==> src/rtl/demux_pkg.sv <==
// Shared definitions for the 1-to-3 demultiplexer: destination codes,
// slot state encoding and destination count.
package demux_pkg;

  localparam int NUM_DEST = 3;

  localparam logic [1:0] SEL_D0      = 2'd0;
  localparam logic [1:0] SEL_D1      = 2'd1;
  localparam logic [1:0] SEL_D2      = 2'd2;
  localparam logic [1:0] SEL_ILLEGAL = 2'd3;

  typedef enum logic {
    EMPTY = 1'b0,
    FULL  = 1'b1
  } slot_state_t;

endpackage

==> src/rtl/demux_slot.sv <==
// Single-entry output register slot (EMPTY/FULL) with valid/ready handshake.
// A load while the slot drains keeps it FULL, giving one word per cycle.
module demux_slot
  import demux_pkg::*;
#(
  parameter int WIDTH = 8
) (
  input  logic             clk,
  input  logic             rst,
  input  logic             load,
  input  logic [WIDTH-1:0] load_data,
  input  logic             out_ready,
  output logic             out_valid,
  output logic [WIDTH-1:0] out_data,
  output logic             can_load
);

  slot_state_t      r_state;
  slot_state_t      w_next_state;
  logic [WIDTH-1:0] r_data;

  always_ff @(posedge clk or posedge rst) begin
    if (rst) begin
      r_state <= EMPTY;
    end else begin
      r_state <= w_next_state;
    end
  end

  always_comb begin
    w_next_state = r_state;
    case (r_state)
      EMPTY: if (load) w_next_state = FULL;
      FULL:  if (out_ready && !load) w_next_state = EMPTY;
      default: w_next_state = EMPTY;
    endcase
  end

  always_ff @(posedge clk or posedge rst) begin
    if (rst) begin
      r_data <= '0;
    end else if (load) begin
      r_data <= load_data;
    end
  end

  // Room exists if empty, or if the held word leaves on this same edge.
  assign can_load  = (r_state == EMPTY) || out_ready;
  assign out_valid = (r_state == FULL);
  assign out_data  = r_data;

endmodule

==> src/rtl/demux_1_3.sv <==
// 1-to-3 demultiplexer with per-destination register slots and illegal-select
// detection. Per-destination transfer counters exist only with DEMUX_1_3_CNT_EN.
module demux_1_3
  import demux_pkg::*;
#(
  parameter int WIDTH = 8,
  parameter int CNT_W = 16
) (
  input  logic             clk,
  input  logic             rst,
  input  logic             in_valid,
  output logic             in_ready,
  input  logic [WIDTH-1:0] in_data,
  input  logic [1:0]       in_sel,
  output logic [2:0]       out_valid,
  input  logic [2:0]       out_ready,
  output logic [WIDTH-1:0] out_data0,
  output logic [WIDTH-1:0] out_data1,
  output logic [WIDTH-1:0] out_data2,
  output logic             sel_err,
  output logic [CNT_W-1:0] cnt0,
  output logic [CNT_W-1:0] cnt1,
  output logic [CNT_W-1:0] cnt2
);

  logic [NUM_DEST-1:0] w_can_load;
  logic [NUM_DEST-1:0] w_load;
  logic [WIDTH-1:0]    w_data [NUM_DEST];
  logic                w_in_ready;
  logic                r_sel_err;

  // Readiness looks only at the addressed slot; illegal words are always taken.
  always_comb begin
    w_in_ready = 1'b1;
    case (in_sel)
      SEL_D0:  w_in_ready = w_can_load[0];
      SEL_D1:  w_in_ready = w_can_load[1];
      SEL_D2:  w_in_ready = w_can_load[2];
      default: w_in_ready = 1'b1;
    endcase
  end

  assign in_ready = w_in_ready;

  for (genvar k = 0; k < NUM_DEST; k++) begin : g_slot
    assign w_load[k] = in_valid && w_in_ready && (in_sel == 2'(k));

    demux_slot #(
      .WIDTH(WIDTH)
    ) u_slot (
      .clk      (clk),
      .rst      (rst),
      .load     (w_load[k]),
      .load_data(in_data),
      .out_ready(out_ready[k]),
      .out_valid(out_valid[k]),
      .out_data (w_data[k]),
      .can_load (w_can_load[k])
    );
  end

  assign out_data0 = w_data[0];
  assign out_data1 = w_data[1];
  assign out_data2 = w_data[2];

  always_ff @(posedge clk or posedge rst) begin
    if (rst) begin
      r_sel_err <= 1'b0;
    end else begin
      r_sel_err <= in_valid && (in_sel == SEL_ILLEGAL);
    end
  end

  assign sel_err = r_sel_err;

`ifdef DEMUX_1_3_CNT_EN
  logic [CNT_W-1:0] r_cnt [NUM_DEST];

  for (genvar k = 0; k < NUM_DEST; k++) begin : g_cnt
    always_ff @(posedge clk or posedge rst) begin
      if (rst) begin
        r_cnt[k] <= '0;
      end else if (out_valid[k] && out_ready[k]) begin
        r_cnt[k] <= r_cnt[k] + 1'b1;
      end
    end
  end

  assign cnt0 = r_cnt[0];
  assign cnt1 = r_cnt[1];
  assign cnt2 = r_cnt[2];
`else
  assign cnt0 = '0;
  assign cnt1 = '0;
  assign cnt2 = '0;
`endif

endmodule

==> config.mk <==
export PLATFORM = sky130hd
export DESIGN_NAME = demux_1_3
export DESIGN_NICKNAME = d
export VERILOG_FILES = /design/src/rtl/demux_pkg.sv /design/src/rtl/demux_slot.sv /design/src/rtl/demux_1_3.sv
export SDC_FILE = /design/constraint.sdc
export NUM_CORES = 1
export LEC_CHECK = 0
export BUFFER_PORTS_ARGS = -buffer_cell sky130_fd_sc_hd__buf_2
export CAP_MARGIN = 20
export CORE_MARGIN = 5
export CORE_UTILIZATION = 40
export CTS_BUF_LIST = sky130_fd_sc_hd__clkbuf_2 sky130_fd_sc_hd__clkbuf_4 sky130_fd_sc_hd__clkbuf_8
export DETAILED_ROUTE_END_ITERATION = 8
export HOLD_SLACK_MARGIN = 0.06
export PLACE_DENSITY = 0.79
export SLEW_MARGIN = 0
export SYNTH_ARGS = -nofsm -noshare
export SYNTH_HDL_FRONTEND = slang
export SYNTH_SLANG_ARGS = --single-unit
==> constraint.sdc <==
create_clock -name clk -period 1.3 [get_ports clk]
set_input_delay 0.26 -clock clk [delete_from_list [all_inputs] [get_ports clk]]
set_output_delay 0.26 -clock clk [all_outputs]
set_load 0.02 [all_outputs]
==> results.tsv <==
stage	metric	value	unit
synthesis	yosysTopAreaCell	dfrtp_1	
setup_path	r2r_slack	-0.07	ns
drt	drc_errors	0	
sta	finClkSkew	0.00103	ns
worst_hold_path	hold_path_class	in2reg	
cells_and_area	drive_gt1_frac	0.475	
setup_path	crit_path_max_fanout	2	
cells_and_area	fill_cells	353	
setup_path	rr_endpoint	g_slot[1].u_slot.out_data[7]	
floorplanning	coreArea	3630	um2
power	power.density	1420	nW/um2
setup_path	r2r-start	g_slot[1].u_slot.out_valid	
drt	postRouteAntennaNets	0	
synthesis	netlist_area	1480	um2
status	status	finished, violations left	
grt	grt_pass1_wl	4.22	mm
floorplanning	die_y	70.8	um
floorplanning	start_util	0.407	
floorplanning	design.die.area	5010	um2
setup_path	crit_arrival	1.13	ns
sta	final_max_slew_viol_count	0	
grt	track_usage	0.104	
drt	drt_iter0_drc	7	
drt	post_drt_wl_per_cell	12.0	um
setup_path	cp-end-kind	output pin	
synthesis	syn_avg_cell_area	12.0	um2
drt	firstDrtPassIters	2	
worst_hold_path	min-delay-start	in_data[1]	
synthesis	synth_enable_flop_cells	0	
setup_path	start_kind	register	
power	total_power	2.47	mW
sta	setup_ws	-0.0927	ns
worst_hold_path	whs_path_depth	2	
synthesis	ys_async_sr_fraction	1.00	
placed_design	dp_slack	-0.127	ns
power	p_leak	0.947	nW
sta	max_freq	718	MHz
setup_path	path_class	reg2out	
cells_and_area	nets	194	
synthesis	netlist_top_cells_area	dfrtp_1, buf_4, mux2_2, nand2b_1, nor3b_4	
placed_design	gp_congestion	0.652	
drt	vias	865	
power	peakVddDrop	0.000707	V
job	max_cap_viol_count	0	
sta	layout_worst_path_cycle_share	1.07	
grt	grt_pass1_vias	849	
synthesis	synthTopCellsByCount	buf_4, dfrtp_1, mux2_2, nand2_1	
cells_and_area	seqCellArea	701	um2
synthesis	ys.flop_type	dfrtp_1	
clocking	cts_buffers	3	
cells_and_area	multiInputGateArea	597	um2
synthesis	synth-seq-cells	28	
grt	grt_max_degree	29	
sta	fin_crit	1.39	ns
synthesis	synth_top_cell_area_share	0.474	
setup_path	cp.required	1.04	ns
sta	setup_violations	25	
cells_and_area	area_delta_synth_final	17.9	%
drt	postRouteWirelength	2.69	mm
floorplanning	dieWidth	70.8	um
clocking	htree_levels	1	
placed_design	port_buffers	44	
clocking	clk_latency	0.26	ns
clocking	clkSlewWorstSetupHoldPaths	0.09	ns
floorplanning	num_rows	22	
status	failed_checks	setup timing	
drt	via_per_inst	3.84	
cells_and_area	diodes	0	
clocking	cts-root-buf	clkbuf_8	
placed_design	hpwl	2.12	mm
clocking	cts_tree	yes	
synthesis	synth_cells	123	
synthesis	ys_seq_area_frac	0.474	
synthesis	synth_most_common_cell	buf_4	
synthesis	synth_warnings	0	
clocking	cts_sinks	28	
floorplanning	pin_count	93	
setup_path	rr_worst_depth	5	
sta	hold_viol_final	0	
clocking	clk_path_buf_depth	2	
worst_hold_path	holdPathEnd	g_slot[2].u_slot.out_data[1]	
sta	grt_setup_unrepaired	true	
grt	grt_overflow	0	
grt	antenna_found_initial	0	
synthesis	synthDistinctLibCells	15	
[routing by layer]
metal  vias up  routed length (um)  GRT usage  part of all wire
met2        48                1350      0.172              0.50
met3         2                 275     0.0270              0.10
met1       406                1050      0.137              0.39
met4         0                  12     0.0251            0.0045
li1        409                   -          -                 -
met5         -                   0          0                 0
[state kept, by name (all words and copies together), names as in the netlist]
register / cells
sel_err: 1
g_slot.u_slot.out_valid: 3
g_slot.u_slot.out_data: 24
[how the worst max path moves through the flow]
stage	startpoint	slack, ns	cells past startpoint	endpoint
after detailed placement	in_sel[1]	-0.13	5	g_slot[0].u_slot.out_data[4]
after floorplan	g_slot[0].u_slot.out_valid	0.02	3	in_ready
after CTS	g_slot[0].u_slot.out_valid	-0.09	4	in_ready
after global routing	g_slot[0].u_slot.out_valid	-0.15	4	in_ready
final	g_slot[0].u_slot.out_valid	-0.09	4	in_ready
after global placement	in_sel[1]	-0.07	5	g_slot[1].u_slot.out_data[2]
[through the flow]
stage           util  setup TNS [ns]  cells  hold WS [ns]  instance area (um2)
2_1_floorplan      -               0    170         0.325                 1660
3_3_place_gp   0.437           -1.04    215         0.340                 1590
3_5_place_dp   0.437           -1.96    215         0.342                 1590
4_1_cts        0.476           -1.00    223         0.244                 1730
5_1_grt        0.480           -2.66    225         0.234                 1740
6_report       0.480          -0.949    225         0.251                 1740
[repair_timing]
item / CTS / global route
pin swaps: 0 / 0
endpoints found under the setup margin: 14 / 25
hold endpoints to repair: 28 / 0
resized for setup: 14 / 1
hold buffers: 1 / 0
gates cloned: 0 / 0
setup buffers: 3 / 2
[layout by cell type (no fill, tap or decap), types with 2 or more instances in the layout]
cell	n
and3_1	2
buf_2	43
buf_4	9
buf_6	3
clkbuf_8	4
conb_1	48
dfrtp_1	28
mux2_2	15
mux2_4	8
nand2_1	4
nand2b_1	3
o21ai_1	2
[cells by family (layout without fill, tap and decap cells)]
family          Yosys count  after routing  share of synthesized area
other cells               1             48                    0.00254
flops                    28             28                      0.474
simple gates             12             12                     0.0558
buf+inv                  54             61                      0.268
compound gates            3              3                     0.0101
mux                      25             25                      0.190
[critical path: stages, from the launching register on]
cell	delay (ns)
dfrtp_1	0.38
nand2b_1	0.12
mux2i_1	0.10
o21ai_1	0.12
buf_4	0.15
[layout make-up]
class | count | share of cell area
Clock buffer | 4 | 0.0316
Inverter | 1 | 0.00215
Multi-Input combinational cell | 88 | 0.342
Sequential cell | 28 | 0.402
Tap cell | 48 | 0.0345
Timing Repair Buffer | 56 | 0.187
[report_power, final]
group          switching, mW  internal [mW]
clock                  0.250          0.270
sequential            0.0782           1.04
combinational          0.513          0.318
total                  0.842           1.62
No activity file was read; power rests on OpenSTA's default activity.
